--- config.mk ---
export PLATFORM = sky130hd
export DESIGN_NAME = ram_dma_engine_flat
export DESIGN_NICKNAME = d
export VERILOG_FILES = /design/src/rtl/ram_dma_engine_if.sv /design/src/rtl/ram_dma_engine.sv /design/src/flat_wrapper.sv
export SDC_FILE = /design/constraint.sdc
export NUM_CORES = 1
export LEC_CHECK = 0
export CORE_MARGIN = 1.5
export CORE_UTILIZATION = 45
export CTS_CLUSTER_DIAMETER = 60
export DETAILED_ROUTE_END_ITERATION = 8
export PLACE_DENSITY = 0.84
export SLEW_MARGIN = 5
export SYNTH_ARGS = -nofsm -noshare
export SYNTH_HDL_FRONTEND = slang
export SYNTH_SLANG_ARGS = --single-unit
--- constraint.sdc ---
create_clock -name clk -period 2.62 [get_ports clk]
set_clock_uncertainty 0.1 [all_clocks]
set_input_delay 0.393 -clock clk [delete_from_list [all_inputs] [get_ports clk]]
set_output_delay 0.393 -clock clk [all_outputs]
set_load 0.01 [all_outputs]
--- src/rtl/ram_dma_engine_if.sv ---
// Purpose: RAM port bundle between the DMA engine (master) and one dual-port RAM port (slave).
// Latency: pure wiring; read data is expected one cycle after a read is issued.
// Backpressure: none; the RAM accepts one access per enabled cycle.
// Signals: en (port enable), we (byte write enables), addr (word address),
//          din (write data towards RAM), dout (read data from RAM).
interface ram_dma_engine_if #(
    parameter int ADDR_W = 19,
    parameter int DATA_W = 32
);
    logic                  en;
    logic [DATA_W/8-1:0]   we;
    logic [ADDR_W-1:0]     addr;
    logic [DATA_W-1:0]     din;
    logic [DATA_W-1:0]     dout;

    modport master (
        output en,
        output we,
        output addr,
        output din,
        input  dout
    );

    modport slave (
        input  en,
        input  we,
        input  addr,
        input  din,
        output dout
    );
endinterface

--- src/rtl/ram_dma_engine.sv ---
// Purpose: copy or fill blocks of words in a RAM through a single byte-write-enabled port.
// Latency: copy takes 3 cycles per word, fill 1 cycle per word, plus one DONE cycle.
// Backpressure: none; start is only sampled in IDLE, abort ends the command early.
// Ports: clk/rst_n; command in (start, mode, src_addr, dst_addr, len, fill_data, byte_en, abort);
//        status out (busy, done, aborted, xfer_count); ram (master side of the RAM port bundle).
module ram_dma_engine #(
    parameter int ADDR_W = 19,
    parameter int DATA_W = 32,
    parameter int LEN_W  = 20
) (
    input  logic                clk,
    input  logic                rst_n,
    input  logic                start,
    input  logic                mode,
    input  logic [ADDR_W-1:0]   src_addr,
    input  logic [ADDR_W-1:0]   dst_addr,
    input  logic [LEN_W-1:0]    len,
    input  logic [DATA_W-1:0]   fill_data,
    input  logic [DATA_W/8-1:0] byte_en,
    input  logic                abort,
    output logic                busy,
    output logic                done,
    output logic                aborted,
    output logic [LEN_W-1:0]    xfer_count,
    ram_dma_engine_if.master    ram
);

    localparam int BE_W = DATA_W / 8;

    typedef enum logic [2:0] {
        S_IDLE,
        S_READ,
        S_CAPTURE,
        S_WRITE,
        S_DONE
    } state_t;

    state_t state;
    state_t state_nxt;

    logic              mode_r;
    logic [ADDR_W-1:0] src_r;
    logic [ADDR_W-1:0] dst_r;
    logic [LEN_W-1:0]  len_r;
    logic [DATA_W-1:0] fill_r;
    logic [BE_W-1:0]   be_r;
    logic [DATA_W-1:0] hold_r;
    logic [LEN_W-1:0]  count_r;
    logic              aborted_r;

    logic [LEN_W-1:0]  count_inc;
    logic              last_write;

    assign count_inc  = count_r + LEN_W'(1);
    assign last_write = (count_inc == len_r);

    always_ff @(posedge clk or negedge rst_n) begin
        if (!rst_n) begin
            state <= S_IDLE;
        end else begin
            state <= state_nxt;
        end
    end

    always_comb begin
        state_nxt = state;
        case (state)
            S_IDLE: begin
                if (start) begin
                    if (len == '0) begin
                        state_nxt = S_DONE;
                    end else if (mode) begin
                        state_nxt = S_WRITE;
                    end else begin
                        state_nxt = S_READ;
                    end
                end
            end
            S_READ:    state_nxt = abort ? S_DONE : S_CAPTURE;
            S_CAPTURE: state_nxt = abort ? S_DONE : S_WRITE;
            S_WRITE: begin
                // The write in this cycle always lands; abort only stops what follows.
                if (abort || last_write) begin
                    state_nxt = S_DONE;
                end else if (mode_r) begin
                    state_nxt = S_WRITE;
                end else begin
                    state_nxt = S_READ;
                end
            end
            S_DONE:  state_nxt = S_IDLE;
            default: state_nxt = S_IDLE;
        endcase
    end

    always_ff @(posedge clk or negedge rst_n) begin
        if (!rst_n) begin
            mode_r    <= 1'b0;
            src_r     <= '0;
            dst_r     <= '0;
            len_r     <= '0;
            fill_r    <= '0;
            be_r      <= '0;
            hold_r    <= '0;
            count_r   <= '0;
            aborted_r <= 1'b0;
        end else begin
            case (state)
                S_IDLE: begin
                    if (start) begin
                        mode_r    <= mode;
                        src_r     <= src_addr;
                        dst_r     <= dst_addr;
                        len_r     <= len;
                        fill_r    <= fill_data;
                        be_r      <= byte_en;
                        count_r   <= '0;
                        aborted_r <= 1'b0;
                    end
                end
                S_READ: begin
                    if (abort) begin
                        aborted_r <= 1'b1;
                    end
                end
                S_CAPTURE: begin
                    // On abort the captured word is simply never written.
                    hold_r <= ram.dout;
                    if (abort) begin
                        aborted_r <= 1'b1;
                    end
                end
                S_WRITE: begin
                    count_r <= count_inc;
                    src_r   <= src_r + ADDR_W'(1);
                    dst_r   <= dst_r + ADDR_W'(1);
                    if (abort) begin
                        aborted_r <= 1'b1;
                    end
                end
                default: begin
                end
            endcase
        end
    end

    // RAM port is decoded from registered state and registers only, so no
    // input can reach the RAM combinationally.
    always_comb begin
        ram.en   = 1'b0;
        ram.we   = '0;
        ram.addr = '0;
        ram.din  = '0;
        case (state)
            S_READ: begin
                ram.en   = 1'b1;
                ram.addr = src_r;
            end
            S_WRITE: begin
                ram.en   = 1'b1;
                ram.we   = be_r;
                ram.addr = dst_r;
                ram.din  = mode_r ? fill_r : hold_r;
            end
            default: begin
            end
        endcase
    end

    assign busy       = (state != S_IDLE);
    assign done       = (state == S_DONE);
    assign aborted    = aborted_r;
    assign xfer_count = count_r;

endmodule

--- src/flat_wrapper.sv ---
// flat-port wrapper written by rule: the top's interface ports become plain ports
module ram_dma_engine_flat 
#(
    parameter int ADDR_W = 19,
    parameter int DATA_W = 32,
    parameter int LEN_W  = 20
)
  (clk, rst_n, start, mode, src_addr, dst_addr, len, fill_data, byte_en, abort, busy, done, aborted, xfer_count, ram_en, ram_we, ram_addr, ram_din, ram_dout);
  ram_dma_engine_if #(.ADDR_W(ADDR_W), .DATA_W(DATA_W)) ram_i ();
  input  logic clk;
  input  logic rst_n;
  input  logic start;
  input  logic mode;
  input  logic [ADDR_W-1:0] src_addr;
  input  logic [ADDR_W-1:0] dst_addr;
  input  logic [LEN_W-1:0] len;
  input  logic [DATA_W-1:0] fill_data;
  input  logic [DATA_W/8-1:0] byte_en;
  input  logic abort;
  output logic busy;
  output logic done;
  output logic aborted;
  output logic [LEN_W-1:0] xfer_count;
  output wire logic [$bits(ram_i.en)-1:0] ram_en;
  output wire logic [$bits(ram_i.we)-1:0] ram_we;
  output wire logic [$bits(ram_i.addr)-1:0] ram_addr;
  output wire logic [$bits(ram_i.din)-1:0] ram_din;
  input wire logic [$bits(ram_i.dout)-1:0] ram_dout;
  assign ram_en = ram_i.en;
  assign ram_we = ram_i.we;
  assign ram_addr = ram_i.addr;
  assign ram_din = ram_i.din;
  assign ram_i.dout = ram_dout;
  ram_dma_engine #(.ADDR_W(ADDR_W), .DATA_W(DATA_W), .LEN_W(LEN_W)) u_core (.clk(clk), .rst_n(rst_n), .start(start), .mode(mode), .src_addr(src_addr), .dst_addr(dst_addr), .len(len), .fill_data(fill_data), .byte_en(byte_en), .abort(abort), .busy(busy), .done(done), .aborted(aborted), .xfer_count(xfer_count), .ram(ram_i));
endmodule
* Yosys cells after proc, flatten, opt, wreduce, memory -nomap -nowiden *
Index checks and enable logic that the tools add are counted.

operators by class
  reduce and logical (&&, ||, !) cells = 11
  add/subtract/negate cells = 3
  equality and inequality tests = 7
  multiplexer cells = 22

operators by type and width
  cell                                                   count
  case mux 19 bit (2 select lines)                       3
  2-to-1 mux 32 bit                                      2
  case mux 20 bit (2 select lines)                       1
  adder 19 x 1 -> 19 bit, second input constant          2
  2-to-1 mux 19 bit                                      2
  adder 20 x 1 -> 20 bit, second input constant          1
  == test 20 bit                                         1
  zero test 20 bit                                       1
  2-to-1 mux 20 bit                                      1
  2-to-1 mux 3 bit                                       5
  case mux 3 bit (4 select lines)                        1
  == test 3 x 2 -> 1 bit, second input constant          2
  2-to-1 mux 2 bit                                       2
  2-to-1 mux 4 bit                                       1
  AND reduction 2 bit                                    2
  nonzero test 2 bit                                     2
  == test 3 x 1 -> 1 bit, second input constant          1
  == test 3 bit, second input constant                   1
  zero test 3 bit                                        1
  2-to-1 mux 1 bit                                       3
  AND reduction 3 bit                                    1
  nonzero test 3 bit                                     1
  OR reduction 3 bit                                     1
  inequality test 2 x 1 -> 1 bit, second input constant  1
  4 further kinds                                        4

word-level totals
  register bits after elaboration = 151
  input port bits = 131

* Longest topological paths before layout *
Gate-level depths: netlist of the first run.

  depth after elaboration = 5
  mapped depth = 9
  gate-level depth less buffers = 8

* Worst setup path after synthesis of the first run *
No wires, ideal clock.

  path type = register to register
  start = register u_core.count_r[0], in the netlist u_core.xfer_count[0]
  end = register u_core.state[1]
  arrival = 2.695 ns
  path buffers = 0
  library setup time = 0.129 ns
  cell stages (with the launch flop) = 9
  slack = -0.304 ns
  required time = 2.391 ns
  cell sequence = dfrtp_1 ha_1 nand3_2 nor3_1 and3_1 mux2_2 or4_1 nor4_4 o21ai_1

on the way
  longest elaborated chain between the ends = 5

RTL lines
  element                          RTL line               RTL
  from (decl)                      ram_dma_engine.sv:48   logic [LEN_W-1:0] count_r;
  from (signal assigned)           ram_dma_engine.sv:134  count_r <= count_inc;
  adder 20 x 1 -> 20 bit           ram_dma_engine.sv:54   assign count_inc = count_r + LEN_W'(1);
  == test 20 bit                   ram_dma_engine.sv:55   assign last_write = (count_inc == len_r);
  logical OR 1 bit                 ram_dma_engine.sv:83   if (abort || last_write) begin
  2-to-1 mux 3 bit                 ram_dma_engine.sv:83
  case mux 3 bit (4 select lines)  ram_dma_engine.sv:67   case (state)
  to (signal assigned)             ram_dma_engine.sv:61   state <= state_nxt;
  to (decl)                        ram_dma_engine.sv:38   state_t state;

Every way passes these cells.
A chain may end at the register's enable or synchronous reset.

* Worst setup path after layout of the first run *
Ends and elaborated chain as after synthesis.

==> results of run 1 <==
-- flip-flops by register name, summed over array words and instances (netlist names) --
signal / count
u_core.fill_r: 32
u_core.hold_r: 32
u_core.len_r: 20
u_core.xfer_count: 20
u_core.dst_r: 19
u_core.src_r: 19
u_core.be_r: 4
u_core.state: 3
u_core.aborted: 1
u_core.mode_r: 1
-- how the worst max path moves through the flow --
stage / to / slack (ns) / depth (start not counted)
CTS: ram_din[3] / 0.002 / 7
finish: u_core.state[1]$_DFFE_PN0P_ / 0.12 / 9
detailed placement: u_core.state[0]$_DFFE_PN0P_ / 0.04 / 8
global placement: u_core.state[0]$_DFFE_PN0P_ / 0.1 / 8
floorplan: u_core.state[0]$_DFFE_PN0P_ / 0.11 / 8
global route: ram_we[3] / 0.03 / 3
-- stage by stage --
step / utilization / area [µm²]
after CTS: 0.646 / 11200
final: 0.653 / 11300
after floorplan: - / 8030
after global routing: 0.653 / 11300
after global placement: 0.609 / 10500
after detailed placement: 0.609 / 10500
-- kinds of logic after synthesis --
family | synth area share
adder cells (fa/ha/maj) | 0.00471
buffers and inverters | 0.0314
flip-flops | 0.474
multiplexers | 0.121
AND/OR/NAND/NOR | 0.237
XOR/XNOR | 0.0286
AO/OA/AOI/OAI | 0.104
-- cell usage after synthesis (2+ instances only) --
library cell and instances:
and3_1 10, o21ai_0 43, nand2b_1 4, a311oi_1 10, a211oi_1 17, or3_1 2, o31ai_1 7, and4_1 7
o311ai_0 3, mux2_2 33, a21oi_1 22, buf_4 3, and2_1 10, o21a_1 2, inv_1 10, dfrtp_1 151
o221a_2 3, ha_1 3, a31oi_1 2, nor4_1 7, nor2_1 106, mux2i_1 59, a21o_1 3, nand2_1 222
a22oi_1 2, buf_1 10, nand4_1 6, or4_4 2, xor2_1 8, xnor2_1 18, o211ai_1 3, nand3_1 20
o22ai_1 6, nand3b_1 2, nor3b_1 3, buf_2 2, nor3_1 23, clkbuf_1 38
-- critical path: stages (launching register included) --
cell     delay, ns
dfrtp_2       0.43
ha_4          0.18
buf_4         0.14
and3_1        0.16
nand3_1       0.19
mux2i_1       0.23
a21oi_1       0.10
or4_4         0.51
nor4_4        0.24
o21ai_1       0.10
-- routing by layer --
layer,vias to the layer above,part of all wire,global-route usage
met3,54,0.087,0.0854
met4,0,0.026,0.0940
met5,-,0,0
li1,3524,-,-
met2,332,0.48,0.426
met1,3609,0.41,0.321
-- placed cells by master, fill, tap and decap left out, types with 3 or more instances in the layout --
master	n
o22ai_1	6
nor3b_1	3
nand2_1	221
xnor2_1	18
nand3_1	19
bufinv_16	5
dlygate4sd2_1	8
o31ai_1	7
o211ai_1	3
and4_1	7
clkdlybuf4s50_1	176
nor3_2	3
o21ai_0	43
o311ai_0	3
inv_1	10
nor2_1	106
a311oi_1	10
dlymetal6s2s_1	24
or4_4	3
o221a_2	3
mux2i_1	59
clkbuf_16	17
buf_4	43
a21o_1	3
nand4_1	6
dfrtp_1	147
nor4_1	6
mux2_2	33
and2_1	10
a21oi_1	22
nand2b_1	4
and3_1	9
nor3_1	19
dfrtp_2	4
a211oi_1	17
xor2_1	8
-- timing repair --
action | CTS | global route
hold buffers | 1 | 0
hold endpoints to repair | 53 | 0
pin swaps | 0 | 6
gates resized for setup | 12 | 30
setup endpoints to repair | 36 | 27
setup buffers | 0 | 4
-- layout make-up --
class | count | area share
Clock buffer | 19 | 0.0383
Inverter | 10 | 0.00332
Multi-Input combinational cell | 680 | 0.356
Timing Repair Buffer | 257 | 0.225
Sequential cell | 151 | 0.335
Clock inverter | 12 | 0.0178
Tap cell | 225 | 0.0249
-- power groups by stage --
stage	logic [mW]	clock network, mW	registers, mW
global route	5.25	2.83	4.34
floorplan	3.17	0	3.95
finish	4.77	2.68	4.23
detailed placement	4.72	0	4.23
CTS	4.77	2.73	4.20
global placement	4.60	0	4.18
==> results_dict.tcl, run 1 <==
set metrics [dict create \
    preCtsSetupSlack_ns 0.0450 \
    grt_setup_unrepaired "false" \
    grt_max_degree 61 \
    hp-start "u_core.be_r[3]$_DFFE_PN0P_" \
    io_buffers 209 \
    clk_path_buf_depth 2 \
    setup_ws_ns 0.117 \
    viasPerCell 5.55 \
    cts_buffers 17 \
    drc 0 \
    synth.area.top_cells "dfrtp_1 47%, nand2_1 10%, mux2i_1 7.4%" \
    min_period_over_period 0.955 \
    cts.sinks 151 \
    htree_levels 4 \
    dpl.hpwl_um 16400 \
    status "finished clean" \
    finalSetupTns_ns 0 \
    place_inst 1318 \
    wl_um 23700 \
    drt_iter0_drc 552 \
    whs_ns 0.370 \
    overflow 0 \
    finalHoldViolations 0 \
    cts_tree "built" \
    die-area_um2 18500 \
    hold_depth 2 \
    hold_path.class "reg -> reg" \
    synth_top_area_frac 0.474 \
    period_needed_ns 2.50 \
    num_vias 7519 \
    power_frac_seq 0.362 \
    antenna_found_initial 0 \
    ios 210 \
    async_flop_share 1.00 \
    power.leakage_nw 5.34 \
    regArea_um2 3780 \
    internal_power_mw 7.32 \
    reg2reg_from "u_core.xfer_count[0]$_DFFE_PN0P_" \
    fill_cells 1409 \
    track_usage 0.260 \
    wl_per_cell_um 17.5 \
    max_freq_mhz 400 \
    power.total_mw 11.7 \
    instances_no_fill 1354 \
    synth_area_um2 7970 \
    synth_top_area_cell "dfrtp_1" \
    crit_path_start "u_core.xfer_count[0]$_DFFE_PN0P_" \
    finalSetupViolations 0 \
    drv_slew 0 \
    yosysSeqAreaShare 0.474 \
    ir_worst_vdd_mv 0.558 \
    drv_cap 0 \
    syn_area_per_cell_um2 8.92 \
    cts-root-buf "clkbuf_16" \
    nets 1251 \
    dieHeight_um 136 \
    power_density_nw_per_um2 1030 \
    p_sw_mw 4.36 \
    start_kind "flip-flop" \
    ys.flop_type "dfrtp_1" \
    rr_endpoint "u_core.state[1]$_DFFE_PN0P_" \
    clockPowerShare 0.229 \
    synthCells 894 \
    start_util 0.461 \
    cp_data_required_time_ns 2.81 \
    gp_congestion 0.902 \
    sw_frac_of_total 0.373 \
    core-area_um2 17300 \
    die_w_um 136 \
    worstPathMaxFanout 4 \
    clk_latency_ns 0.42 \
    diodes 0 \
    rows 48 \
    synthToLayoutAreaGrowth_pct 41.7 \
    multi_input_area_um2 4020 \
    r2r_cells 9 \
    crit_arrival_ns 2.70 \
    grt_pass1_wl_um 37100 \
    drive_gt1_frac 0.119 \
    min_to "u_core.be_r[3]$_DFFE_PN0P_" \
    relSlewSlack 0.573 \
    cp-end-kind "flip-flop" \
    first_pass_iters 5 \
    worstMarginPinSlew_ns 0.640 \
    antenna_left 0 \
    grt_pass1_vias 7253 \
    yosysWarningCount 0 \
    synth-seq-cells 151 \
    synth.distinct_cells 50 \
    synth-edff-count 0 \
    synth_nets 1028 \
    critPathKind "reg -> reg" \
    clk_pin_slew_ns 0.06 \
    pwr-share-comb 0.409 \
    r2r_slack_ns 0.12 \
]
Power figures use the tool's default switching activity.
==> inputs of run 2 (changes only) <==
Settings changed: RECOVER_POWER set to 25.
==> run 2 against run 1 <==
Global-route usage is the same. Die area is the same. Hold slack lost 0.0012 ns. Clock power is essentially flat. First-iteration DRC count shrank 1.4%. Cell count is the same. Critical endpoint unchanged.
==> results_dict.tcl, run 2 (synthesis gave the netlist of run 1 again) <==
set metrics [dict create \
    die-area_um2 18500 \
    overflow 0 \
    cts-root-buf "clkbuf_16" \
    diodes 0 \
    start_kind "flip-flop" \
    dieHeight_um 136 \
    cp-end-kind "flip-flop" \
    start_util 0.461 \
    grt_max_degree 61 \
    max_freq_mhz 400 \
    clk_path_buf_depth 2 \
    finalHoldViolations 0 \
    cts.sinks 151 \
    drive_gt1_frac 0.119 \
    track_usage 0.260 \
    ir_worst_vdd_mv 0.560 \
    hold_path.class "reg -> reg" \
    place_inst 1318 \
    cts_buffers 17 \
    antenna_found_initial 0 \
    ios 210 \
    power.leakage_nw 5.34 \
    relSlewSlack 0.0728 \
    grt_setup_unrepaired "false" \
    first_pass_iters 5 \
    num_vias 7494 \
    viasPerCell 5.53 \
    wl_per_cell_um 17.5 \
    clk_pin_slew_ns 0.06 \
    grt_pass1_vias 7253 \
    drv_slew 0 \
    finalSetupViolations 0 \
    wl_um 23700 \
    synthToLayoutAreaGrowth_pct 41.5 \
    antenna_left 0 \
    power.total_mw 11.7 \
    layout_common_cells "221 x nand2_1, 176 x clkdlybuf4s50_1, 147 x dfrtp_1" \
    io_buffers 209 \
    worstPathMaxFanout 8 \
    status "finished clean" \
    final_common_cell "nand2_1" \
    drc 0 \
    power_density_nw_per_um2 1030 \
    drv_cap 0 \
    instances_no_fill 1354 \
    core-area_um2 17300 \
    clk_latency_ns 0.42 \
    min_period_over_period 0.954 \
    drt_iter0_drc 544 \
    nets 1251 \
    crit_arrival_ns 2.69 \
    grt_pass1_wl_um 37100 \
    period_needed_ns 2.50 \
    gp_congestion 0.902 \
    largestRegisters "u_core.fill_r: 32 flops, u_core.hold_r: 32 flops" \
    dpl.hpwl_um 16400 \
    worstMarginPinSlew_ns 1.39 \
    htree_levels 4 \
    critPathKind "reg -> reg" \
    rows 48 \
    die_w_um 136 \
    cp_data_required_time_ns 2.81 \
    cts_tree "built" \
    finalSetupTns_ns 0 \
]
==> run 2: what timing repair did <==
item                                    4_1_cts  5_1_grt
pin swaps                                     0        6
setup buffers                                 0        4
endpoints found under the hold margin        53        0
hold buffers                                  1        0
endpoints found under the setup margin       36       27
gates resized for setup                      12       30
==> run 2: final cells by class <==
| cell class | count | area, µm² |
|---|---|---|
| sequential | 151 | 3780 |
| inverter | 10 | 37.5 |
| fill | 1412 | 6010 |
| clock buffer | 19 | 433 |
| tap | 225 | 282 |
| timing repair buffer | 257 | 2520 |
| multi-input combinational | 680 | 4020 |
| clock inverter | 12 | 201 |
==> run 2: path summary, 6_finish.rpt <==
| check | from | to | slack [ns] | cells past startpoint |
|---|---|---|---|---|
| setup reg to reg | u_core.xfer_count[3]$_DFFE_PN0P_ | u_core.state[1]$_DFFE_PN0P_ | 0.12 | 8 |
| setup / recovery | u_core.xfer_count[3]$_DFFE_PN0P_ | u_core.state[1]$_DFFE_PN0P_ | 0.12 | 8 |
| hold reg to reg | u_core.be_r[3]$_DFFE_PN0P_ | u_core.be_r[3]$_DFFE_PN0P_ | 0.37 | 2 |
| max in group asynchronous | rst_n | u_core.hold_r[18]$_DFFE_PN0N_ | 0.47 | 3 |
| min in group asynchronous | rst_n | u_core.hold_r[24]$_DFFE_PN0N_ | 0.73 | 2 |
| hold / removal | u_core.be_r[3]$_DFFE_PN0P_ | u_core.be_r[3]$_DFFE_PN0P_ | 0.37 | 2 |
==> run 2: worst max-delay path, stage by stage, from the launching register on <==
cell,delay (ns)
dfrtp_1,0.40
buf_4,0.18
nand4_1,0.16
nor2_1,0.19
and3_1,0.24
xnor2_1,0.11
or4_4,0.50
nor4_4,0.38
o21ai_1,0.10
==> run 2: where the power goes <==
group          internal [mW]  switching (mW)  total, mW
clock network           1.69           0.987       2.67
registers               3.35           0.872       4.22
logic                   2.28            2.49       4.77
==> run 2: per-stage QoR <==
step	hold slack (ns)	instance area (µm²)	setup slack, ns	util
floorplan	-0.00259	8030	0.107	-
global placement	0.294	10500	0.0957	0.609
detailed placement	0.292	10500	0.0450	0.609
CTS	0.371	11200	0.00171	0.646
global route	0.381	11300	0.0290	0.652
finish	0.369	11300	0.121	0.652
==> run 2: metal layers <==
| metal | global-route usage | up-vias | part of all wire |
|---|---|---|---|
| met5 | 0 | - | 0 |
| met4 | 0.0940 | 0 | 0.021 |
| met3 | 0.0854 | 37 | 0.083 |
| met2 | 0.426 | 298 | 0.49 |
| met1 | 0.321 | 3638 | 0.41 |
| li1 | - | 3521 | - |
==> inputs of run 3 (changes only) <==
Settings changed: CTS_CLUSTER_SIZE set to 30.
==> results of run 3 <==
Same layout as run 2: the final DEF is identical, and so are final timing and power.
